==> config.mk <==
export PLATFORM = sky130hd
export DESIGN_NAME = mem_port_arbiter_flat
export DESIGN_NICKNAME = d
export VERILOG_FILES = /design/src/rtl/mem_port_arbiter_pkg.sv /design/src/rtl/mem_port_arbiter_if.sv /design/src/rtl/mem_port_arbiter_burst_addr_gen.sv /design/src/rtl/mem_port_arbiter.sv /design/src/flat_wrapper.sv
export SDC_FILE = /design/constraint.sdc
export NUM_CORES = 1
export LEC_CHECK = 0
export CAP_MARGIN = 15
export CORE_MARGIN = 1
export CORE_UTILIZATION = 38
export DETAILED_ROUTE_END_ITERATION = 8
export PLACE_DENSITY = 0.95
export SYNTH_ARGS = -nofsm -noshare
export SYNTH_HDL_FRONTEND = slang
export SYNTH_SLANG_ARGS = --single-unit
==> constraint.sdc <==
create_clock -name clk -period 2.9 [get_ports clk]
set_input_delay 0.435 -clock clk [delete_from_list [all_inputs] [get_ports clk]]
set_output_delay 0.435 -clock clk [all_outputs]
set_load 0.02 [all_outputs]
==> src/rtl/mem_port_arbiter_pkg.sv <==
`default_nettype none
// ============================================================================
// mem_arb_pkg : shared defaults and enums for the CPU/video RAM port arbiter
// Revision    : 1.0
// ============================================================================
package mem_arb_pkg;

    localparam int c_ADDR_W  = 17;
    localparam int c_DATA_W  = 24;
    localparam int c_MAX_RUN = 4;
    localparam int c_LEN_W   = 4;

    typedef enum logic [1:0] {
        IDLE      = 2'd0,
        CPU_ACC   = 2'd1,
        VID_BURST = 2'd2
    } arb_state_t;

    typedef enum logic {
        OWN_CPU = 1'b0,
        OWN_VID = 1'b1
    } owner_t;

endpackage
`default_nettype wire

==> src/rtl/mem_port_arbiter_if.sv <==
`default_nettype none
// ============================================================================
// mem_port_arbiter_if : CPU, video and RAM-side signals of the port arbiter
// Revision            : 1.0
// ============================================================================
interface mem_port_arbiter_if
    import mem_arb_pkg::*;
#(
    parameter int ADDR_W = c_ADDR_W,
    parameter int DATA_W = c_DATA_W
) ();

    logic                cpu_req;
    logic                cpu_we;
    logic [ADDR_W-1:0]   cpu_addr;
    logic [DATA_W-1:0]   cpu_wdata;
    logic                cpu_gnt;
    logic                cpu_rvalid;
    logic [DATA_W-1:0]   cpu_rdata;

    logic                vid_req;
    logic [ADDR_W-1:0]   vid_addr;
    logic [c_LEN_W-1:0]  vid_len;
    logic                vid_gnt;
    logic                vid_rvalid;
    logic [DATA_W-1:0]   vid_rdata;
    logic                vid_done;

    logic                ram_en;
    logic                ram_we;
    logic [ADDR_W-1:0]   ram_addr;
    logic [DATA_W-1:0]   ram_wdata;
    logic [DATA_W-1:0]   ram_rdata;

    // Arbiter side
    modport slave (
        input  cpu_req, cpu_we, cpu_addr, cpu_wdata,
        input  vid_req, vid_addr, vid_len,
        input  ram_rdata,
        output cpu_gnt, cpu_rvalid, cpu_rdata,
        output vid_gnt, vid_rvalid, vid_rdata, vid_done,
        output ram_en, ram_we, ram_addr, ram_wdata
    );

    // Requesters and RAM side
    modport master (
        output cpu_req, cpu_we, cpu_addr, cpu_wdata,
        output vid_req, vid_addr, vid_len,
        output ram_rdata,
        input  cpu_gnt, cpu_rvalid, cpu_rdata,
        input  vid_gnt, vid_rvalid, vid_rdata, vid_done,
        input  ram_en, ram_we, ram_addr, ram_wdata
    );

endinterface
`default_nettype wire

==> src/rtl/mem_port_arbiter_burst_addr_gen.sv <==
`default_nettype none
// ============================================================================
// burst_addr_gen : video burst base/length latch, beat counter and wrapping address
// Revision       : 1.0
// ============================================================================
module burst_addr_gen
    import mem_arb_pkg::*;
#(
    parameter int ADDR_W = c_ADDR_W
) (
    input  wire logic                clk,
    input  wire logic                rst,
    input  wire logic                i_start,
    input  wire logic                i_advance,
    input  wire logic [ADDR_W-1:0]   i_base,
    input  wire logic [c_LEN_W-1:0]  i_len,
    output logic      [ADDR_W-1:0]   o_addr,
    output logic                     o_last
);

    logic [ADDR_W-1:0]   r_base;
    logic [c_LEN_W-1:0]  r_len;
    logic [c_LEN_W-1:0]  r_cnt;

    // Beat 0 is issued in the same cycle the burst is accepted, so it is
    // served straight from the request inputs while they are being latched.
    always_comb begin
        if (i_start) begin
            o_addr = i_base;
            o_last = (i_len == '0);
        end else begin
            o_addr = r_base + ADDR_W'(r_cnt);
            o_last = (r_cnt == r_len);
        end
    end

    always_ff @(posedge clk) begin
        if (rst) begin
            r_base <= '0;
            r_len  <= '0;
            r_cnt  <= '0;
        end else if (i_advance) begin
            if (i_start) begin
                r_base <= i_base;
                r_len  <= i_len;
                r_cnt  <= c_LEN_W'(1);
            end else begin
                r_cnt  <= r_cnt + c_LEN_W'(1);
            end
        end
    end

endmodule
`default_nettype wire

==> src/rtl/mem_port_arbiter.sv <==
`default_nettype none
// ============================================================================
// mem_port_arbiter : single-port RAM arbiter between CPU word accesses and video bursts
// Revision         : 1.0
// ============================================================================
module mem_port_arbiter
    import mem_arb_pkg::*;
#(
    parameter int ADDR_W  = c_ADDR_W,
    parameter int DATA_W  = c_DATA_W,
    parameter int MAX_RUN = c_MAX_RUN
) (
    input  wire logic          clk,
    input  wire logic          rst,
    mem_port_arbiter_if.slave  bus
);

    localparam int c_RUN_W = (MAX_RUN < 2) ? 1 : $clog2(MAX_RUN);

    arb_state_t          r_state;
    owner_t              r_last_owner;
    logic                r_burst_pend;
    logic [c_RUN_W-1:0]  r_run;
    logic                r_rd_valid;
    owner_t              r_rd_owner;
    logic                r_rd_last;

    arb_state_t          w_next;
    logic                w_cpu_sel;
    logic                w_vid_sel;
    logic                w_start;
    logic                w_run_hit;
    logic [ADDR_W-1:0]   w_gen_addr;
    logic                w_gen_last;
    logic                w_cpu_rv;
    logic                w_vid_rv;

    burst_addr_gen #(
        .ADDR_W (ADDR_W)
    ) u_burst_addr_gen (
        .clk       (clk),
        .rst       (rst),
        .i_start   (w_start),
        .i_advance (w_vid_sel),
        .i_base    (bus.vid_addr),
        .i_len     (bus.vid_len),
        .o_addr    (w_gen_addr),
        .o_last    (w_gen_last)
    );

    // Grant decision for the current cycle; everything is forced off in reset.
    always_comb begin
        w_cpu_sel = 1'b0;
        w_vid_sel = 1'b0;
        w_start   = 1'b0;
        if (!rst) begin
            case (r_state)
                IDLE: begin
                    if (bus.cpu_req && (!bus.vid_req || r_last_owner == OWN_VID)) begin
                        w_cpu_sel = 1'b1;
                    end else if (bus.vid_req) begin
                        w_vid_sel = 1'b1;
                        w_start   = 1'b1;
                    end
                end
                CPU_ACC:   w_cpu_sel = bus.cpu_req;
                VID_BURST: w_vid_sel = 1'b1;
                default:   ;
            endcase
        end
    end

    assign w_run_hit = bus.cpu_req && (r_run == c_RUN_W'(MAX_RUN - 1));

    always_comb begin
        w_next = IDLE;
        if (w_vid_sel) begin
            if (w_gen_last) begin
                w_next = bus.cpu_req ? CPU_ACC : IDLE;
            end else if (w_run_hit) begin
                w_next = CPU_ACC;
            end else begin
                w_next = VID_BURST;
            end
        end else if (r_burst_pend) begin
            w_next = VID_BURST;
        end
    end

    always_ff @(posedge clk) begin
        if (rst) begin
            r_state      <= IDLE;
            r_last_owner <= OWN_VID;
            r_burst_pend <= 1'b0;
            r_run        <= '0;
            r_rd_valid   <= 1'b0;
            r_rd_owner   <= OWN_CPU;
            r_rd_last    <= 1'b0;
        end else begin
            r_state <= w_next;
            if (w_cpu_sel) begin
                r_last_owner <= OWN_CPU;
                r_run        <= '0;
            end else if (w_vid_sel) begin
                r_last_owner <= OWN_VID;
                // Only an unbroken run of beats with the CPU waiting counts.
                r_run <= (w_run_hit || w_gen_last || !bus.cpu_req) ? '0
                                                                    : r_run + c_RUN_W'(1);
            end
            if (w_vid_sel) begin
                r_burst_pend <= !w_gen_last;
            end
            r_rd_valid <= (w_cpu_sel && !bus.cpu_we) || w_vid_sel;
            r_rd_owner <= w_vid_sel ? OWN_VID : OWN_CPU;
            r_rd_last  <= w_vid_sel && w_gen_last;
        end
    end

    assign w_cpu_rv = !rst && r_rd_valid && (r_rd_owner == OWN_CPU);
    assign w_vid_rv = !rst && r_rd_valid && (r_rd_owner == OWN_VID);

    assign bus.cpu_gnt    = w_cpu_sel;
    assign bus.vid_gnt    = w_vid_sel;
    assign bus.ram_en     = w_cpu_sel || w_vid_sel;
    assign bus.ram_we     = w_cpu_sel && bus.cpu_we;
    assign bus.ram_addr   = w_cpu_sel ? bus.cpu_addr : (w_vid_sel ? w_gen_addr : '0);
    assign bus.ram_wdata  = (w_cpu_sel && bus.cpu_we) ? bus.cpu_wdata : '0;

    assign bus.cpu_rvalid = w_cpu_rv;
    assign bus.cpu_rdata  = w_cpu_rv ? bus.ram_rdata : '0;
    assign bus.vid_rvalid = w_vid_rv;
    assign bus.vid_rdata  = w_vid_rv ? bus.ram_rdata : '0;
    assign bus.vid_done   = w_vid_rv && r_rd_last;

endmodule
`default_nettype wire
==> src/flat_wrapper.sv <==
// flat-port wrapper written by rule: the top's interface ports become plain ports
module mem_port_arbiter_flat import mem_arb_pkg::*;
#(
    parameter int ADDR_W  = c_ADDR_W,
    parameter int DATA_W  = c_DATA_W,
    parameter int MAX_RUN = c_MAX_RUN
)
  (clk, rst, bus_cpu_req, bus_cpu_we, bus_cpu_addr, bus_cpu_wdata, bus_vid_req, bus_vid_addr, bus_vid_len, bus_ram_rdata, bus_cpu_gnt, bus_cpu_rvalid, bus_cpu_rdata, bus_vid_gnt, bus_vid_rvalid, bus_vid_rdata, bus_vid_done, bus_ram_en, bus_ram_we, bus_ram_addr, bus_ram_wdata);
  mem_port_arbiter_if #(.ADDR_W(ADDR_W), .DATA_W(DATA_W)) bus_i ();
  input  wire logic clk;
  input  wire logic rst;
  input wire logic [$bits(bus_i.cpu_req)-1:0] bus_cpu_req;
  input wire logic [$bits(bus_i.cpu_we)-1:0] bus_cpu_we;
  input wire logic [$bits(bus_i.cpu_addr)-1:0] bus_cpu_addr;
  input wire logic [$bits(bus_i.cpu_wdata)-1:0] bus_cpu_wdata;
  input wire logic [$bits(bus_i.vid_req)-1:0] bus_vid_req;
  input wire logic [$bits(bus_i.vid_addr)-1:0] bus_vid_addr;
  input wire logic [$bits(bus_i.vid_len)-1:0] bus_vid_len;
  input wire logic [$bits(bus_i.ram_rdata)-1:0] bus_ram_rdata;
  output wire logic [$bits(bus_i.cpu_gnt)-1:0] bus_cpu_gnt;
  output wire logic [$bits(bus_i.cpu_rvalid)-1:0] bus_cpu_rvalid;
  output wire logic [$bits(bus_i.cpu_rdata)-1:0] bus_cpu_rdata;
  output wire logic [$bits(bus_i.vid_gnt)-1:0] bus_vid_gnt;
  output wire logic [$bits(bus_i.vid_rvalid)-1:0] bus_vid_rvalid;
  output wire logic [$bits(bus_i.vid_rdata)-1:0] bus_vid_rdata;
  output wire logic [$bits(bus_i.vid_done)-1:0] bus_vid_done;
  output wire logic [$bits(bus_i.ram_en)-1:0] bus_ram_en;
  output wire logic [$bits(bus_i.ram_we)-1:0] bus_ram_we;
  output wire logic [$bits(bus_i.ram_addr)-1:0] bus_ram_addr;
  output wire logic [$bits(bus_i.ram_wdata)-1:0] bus_ram_wdata;
  assign bus_i.cpu_req = bus_cpu_req;
  assign bus_i.cpu_we = bus_cpu_we;
  assign bus_i.cpu_addr = bus_cpu_addr;
  assign bus_i.cpu_wdata = bus_cpu_wdata;
  assign bus_i.vid_req = bus_vid_req;
  assign bus_i.vid_addr = bus_vid_addr;
  assign bus_i.vid_len = bus_vid_len;
  assign bus_i.ram_rdata = bus_ram_rdata;
  assign bus_cpu_gnt = bus_i.cpu_gnt;
  assign bus_cpu_rvalid = bus_i.cpu_rvalid;
  assign bus_cpu_rdata = bus_i.cpu_rdata;
  assign bus_vid_gnt = bus_i.vid_gnt;
  assign bus_vid_rvalid = bus_i.vid_rvalid;
  assign bus_vid_rdata = bus_i.vid_rdata;
  assign bus_vid_done = bus_i.vid_done;
  assign bus_ram_en = bus_i.ram_en;
  assign bus_ram_we = bus_i.ram_we;
  assign bus_ram_addr = bus_i.ram_addr;
  assign bus_ram_wdata = bus_i.ram_wdata;
  mem_port_arbiter #(.ADDR_W(ADDR_W), .DATA_W(DATA_W), .MAX_RUN(MAX_RUN)) u_core (.clk(clk), .rst(rst), .bus(bus_i));
endmodule
Yosys cells after proc, flatten, opt, wreduce, memory -nomap -nowiden
Cells that the tools add are included.

cells by class
  add/sub/neg operators = 3
  equality and inequality tests = 4
  mux-type cells = 26
  bitwise logic cells = 1
  reductions and logical operators = 24

operators by type and width
  cell                                                                   count
  24-bit 2-to-1 mux                                                      3
  17-bit 2-to-1 mux                                                      3
  17-bit by 4-bit adder with 17-bit output                               1
  1-bit 2-to-1 mux                                                       12
  2-bit 2-to-1 mux                                                       5
  1-bit logical AND                                                      9
  1-bit logical NOT                                                      5
  1-bit logical OR                                                       5
  4-bit by 1-bit adder with 4-bit output, second input constant          1
  2-bit equality test, second input constant                             2
  4-bit equality test                                                    1
  4-bit logical NOT                                                      1
  4-bit 2-to-1 mux                                                       1
  1-bit one-hot mux with 2 select lines                                  2
  2-bit by 1-bit adder with 2-bit output, second input constant          1
  2-bit by 1-bit equality test with 1-bit output, second input constant  1
  2-bit logical NOT                                                      1
  2-bit AND reduction                                                    1
  2-bit nonzero test                                                     1
  2-bit OR reduction                                                     1
  1-bit inverter                                                         1

storage, ports and cells
  register bits after elaboration = 34
  bits of input ports = 91
  output and inout bits = 96
  word-level logic and storage cells = 68

Longest topological paths before layout
  word-level depth = 10
  gate-level depth with buffers = 7
  gate-level depth less buffers = 7

Hierarchy
From an unflattened synthesis, not the netlist that was laid out.

unflattened totals
  cell total of the unflattened synthesis = 367
  area, all modules = 2755.1 um^2

modules (own cells, without submodules)
  module            instances  cells an instance  area each (um^2)  sequential area each (um^2)
  burst_addr_gen    1          212                1540.2            500.5
  mem_port_arbiter  1          155                1214.9            180.2

Least setup slack after synthesis
Ideal clock, no wire load.

  path kind = register to output
  start point = reg u_core.u_burst_addr_gen.r_cnt[0]
  end point = out bus_ram_addr[10]
  arrival = 2129 ps
  required time = 2465 ps
  path slack = 336 ps
  cell stages (with the launch flop) = 8
  path buffers = 0
  cell sequence = dfxtp_1 > ha_1 > fa_1 > a21o_1 > a21oi_2 > nor3b_1 > xnor2_1 > o21ai_0

between the ends
  cells in the longest elaborated chain, start to end = 4

RTL lines
  element                                   RTL line                               RTL
  start, declared                           mem_port_arbiter_burst_addr_gen.sv:23  logic [c_LEN_W-1:0] r_cnt;
  start signal, assigned                    mem_port_arbiter_burst_addr_gen.sv:46  r_cnt <= c_LEN_W'(1);
  start signal, assigned                    mem_port_arbiter_burst_addr_gen.sv:48  r_cnt <= r_cnt + c_LEN_W'(1);
  17-bit by 4-bit adder with 17-bit output  mem_port_arbiter_burst_addr_gen.sv:32  o_addr = r_base + ADDR_W'(r_cnt);
  17-bit 2-to-1 mux                         mem_port_arbiter_burst_addr_gen.sv:28  if (i_start) begin
  17-bit 2-to-1 mux (2 in series)           mem_port_arbiter.sv:126                assign bus.ram_addr = w_cpu_sel ? bus.cpu_addr : (w_vid_sel ? w_gen_addr : '0);
  end, declared                             flat_wrapper.sv:29                     output wire logic [$bits(bus_i.ram_addr)-1:0] bus_ram_addr;

Every way passes these cells.

Worst setup path after layout
  start point = in rst
  end point = out bus_vid_rdata[15]

between the ends
  cells in the longest elaborated chain, start to end = 4

RTL lines
  element                          RTL line                 RTL
  start, declared                  flat_wrapper.sv:11       input wire logic rst;
  1-bit logical NOT                n/a
  1-bit logical AND (2 in series)  mem_port_arbiter.sv:120  assign w_vid_rv = !rst && r_rd_valid && (r_rd_owner == OWN_VID);
  24-bit 2-to-1 mux                mem_port_arbiter.sv:132  assign bus.vid_rdata = w_vid_rv ? bus.ram_rdata : '0;
  end, declared                    flat_wrapper.sv:25       output wire logic [$bits(bus_i.vid_rdata)-1:0] bus_vid_rdata;

Every way passes these cells.

==> flow_summary.toml <==
[placement]
dp_cells = 615
io_buffer_count = 186
place_congestion = 0.8337
placed_area_um2 = 4697
dp_hpwl_um = 8466

[global_routing]
busiest_layer = "met2"
grt_overflow_total = 0
antenna_found_initial = 0
grt_util_met2_pct = 52.77
met3_usage_pct = 5.545
grt_pass1_wl_um = 16620
grt_pass1_vias = 3405
grt_usage_pct = 28.98
met1_usage_pct = 34.19
grt_max_degree = 35

[power]
powerDensity_nw_per_um2 = 357.4
p_leak_nw = 2.582
power_mw = 1.737
ir_drop_mv = 0.2669

[flow_run]
drv_cap = 0

[clock_tree]
holdBufCountCts = 0
htreeDepth = 2
root_buffer = "clkbuf_8"
cts.clk_slew.worst_paths_ns = 0.08
cts_tree = "done"
clkSinkCount = 34
numCtsBuffers = 5
clk_latency_ns = 0.29
clockBufferDepth = 2

[sta]
max_freq_mhz = 351.6
post-route-min-period_ns = 2.844
setup_viol = 0
hold_violations = 0
timing.final.crit_share_pct = 98.07
maxSlewViolCount = 0
worst_pin_slew_ns = 0.4408
slew_headroom_pct = 70.61
clock_skew_ns = 0.007989

[outcome]
outcome = "finished with violations"
violations = "design-rule violations"

[critical_path]
reg2reg_from = "u_core.r_state[1]"
critPathMaxFanout = 26
required_ns = 2.47
path_class = "input port to output pin"
r2r_slack_ns = 1.03
cp-end-kind = "output pin"
r2r-end = "u_core.r_run[0]"
ff2ff_path_depth = 5
crit_arrival_ns = 2.41
startpoint_type = "input port"

[synth]
synth_top_area_share_pct = 26.05
synthArstFlopShare_pct = 0
yosysTopAreaCell = "dfxtp_1"
ys.flop_type = "dfxtp_1"
ys_seq_area_share_pct = 26.05
ys_seq_elements = 34
synth_area_leaders = "dfxtp_1 (26%), and2_1 (12%), nand2_1 (7.6%)"
syn_area_per_cell_um2 = 7.464
synth_edf_count = 0
ys_types = 56
synth_nets = 448
yosys_warnings = 0
postSynthCellCount = 350
synth_area_um2 = 2613

[finish]
seq_area_um2 = 680.7
final_cell_area_um2 = 4861
multi_input_area_um2 = 1836
diodes = 0
layout.nets = 644
area_delta_synth_final_pct = 86.06
n_fill_cell = 461
fin_cells = 624
drive_gt1_share_pct = 11.52

[floorplan]
die_area_um2 = 7211
rows = 29
initial_utilization_pct = 40.22
die_h_um = 84.92
io-pin-count = 187
core_area_um2 = 6495
die_w_um = 84.92

[drt]
dr.pass1.iters = 6
wirelength_um = 10800
drtIter0Drc = 186
ant_nets = 0
drc = 7
wire_per_inst_um = 17.30
viasPerCell = 5.333
dr_total_vias = 3328

[worst_hold_path]
hold_class = "register to register"
hold_end = "u_core.u_burst_addr_gen.r_base[0]"
hold_depth = 2
hp-start = "u_core.u_burst_addr_gen.r_base[0]"
## what timing repair did
item | CTS | global route
pin swaps | 1 | 0
gates cloned | 0 | 0
gates resized for setup | 20 | 60
setup endpoints to repair | 19 | 46
setup buffers | 1 | 0
## cell families after synthesis
family	Yosys count	share of synthesized area (%)
muxes	2	0.7663
AOI/OAI and AO/OA	76	18.58
DFF	34	26.05
and+or+nand+nor	185	40.52
xor gates and xnor gates	16	5.364
buffers and inverters	30	5.076
adders and majority gates	7	3.640
## critical path, cell delays in order
cell and delay (ns):
clkdlybuf4s50_1 0.53, buf_4 0.23, and3b_1 0.26, buf_12 0.16, and2_1 0.15, clkdlybuf4s50_1 0.63
## flip-flops by register name (all words and copies together), names as in the netlist
name                            count
u_core.u_burst_addr_gen.r_base     17
u_core.r_rd_valid                   1
u_core.r_last_owner                 1
u_core.r_burst_pend                 1
u_core.u_burst_addr_gen.r_len       4
u_core.u_burst_addr_gen.r_cnt       4
u_core.r_run                        2
u_core.r_rd_last                    1
u_core.r_rd_owner                   1
u_core.r_state                      2
## routing by layer
metal	vias to the layer above	part of all wire (%)
li1	1603	-
met1	1562	40
met2	137	52
met3	26	5.6
met4	0	2.5
met5	-	0
## worst max-delay path by stage
stage | start | end
floorplan | u_core.u_burst_addr_gen.r_cnt[0] | bus_ram_addr[10]
global placement | bus_vid_req | bus_ram_addr[0]
detailed placement | bus_vid_req | bus_ram_addr[1]
CTS | rst | bus_ram_wdata[11]
global route | rst | bus_cpu_rdata[9]
finish | rst | bus_vid_rdata[15]
## synth_stat cells, types with 3 or more instances
cell and count:
clkbuf_1 18, nor3_1 4, nand3b_1 3, nand2_1 53, nor3b_1 4, nand3_1 8, nand2b_1 3, a21oi_1 26
and2_1 52, nor2b_1 4, o21ai_1 6, ha_1 6, inv_1 6, a211o_1 3, dfxtp_1 34, nor2_1 10
o21ai_0 14, and3_1 25, xnor2_1 11, xor2_1 5, buf_2 3, a22oi_1 11
## final cells by class
| cell class | instances | share of cell area [%] |
|---|---|---|
| Clock inverter | 2 | 0.2574 |
| Multi-Input combinational cell | 286 | 37.76 |
| Timing Repair Buffer | 213 | 43.84 |
| Tap cell | 77 | 1.982 |
| Clock buffer | 6 | 1.699 |
| Sequential cell | 34 | 14.00 |
| Inverter | 6 | 0.4633 |
## power by group
| group | internal [mW] | leakage [nW] | switching [mW] |
|---|---|---|---|
| Sequential | 0.518 | 0.278 | 0.0538 |
| Combinational | 0.388 | 2.26 | 0.403 |
| Clock | 0.191 | 0.0472 | 0.184 |
## cell usage in the layout, fill, tap and decap left out, types with 2 or more instances in the layout
cell type,n
mux2i_1,2
nor3b_2,4
nand3_1,8
o21ai_1,6
nand3b_1,3
dlymetal6s2s_1,35
clkdlybuf4s50_1,132
nand2b_1,3
nor2b_1,4
buf_12,2
nor3_1,4
nand2_1,53
xnor2_1,11
inv_1,6
dlygate4sd2_1,9
nor2_1,10
and2_1,52
xor2_1,5
clkbuf_2,7
clkdlybuf4s15_1,3
nand4_1,2
o211ai_1,2
a21oi_1,26
a222oi_1,2
a211o_1,3
dfxtp_1,34
clkbuf_8,6
ha_1,5
buf_4,25
o21ai_0,14
a22oi_1,11
and3_1,25
## through the flow
step	utilization, %	setup slack [ns]	TNS (ns)	hold WS (ns)
6_report	74.84	0.05596	0	0.4687
5_1_grt	74.84	-0.007837	-0.01709	0.4980
4_1_cts	73.61	0.0005351	0	0.4725
3_5_place_dp	72.32	-0.1427	-1.315	0.4619
3_3_place_gp	72.32	-0.05386	-0.3875	0.4501
2_1_floorplan	-	0.3364	0	0.4406
No activity file was read; power rests on OpenSTA's default activity.
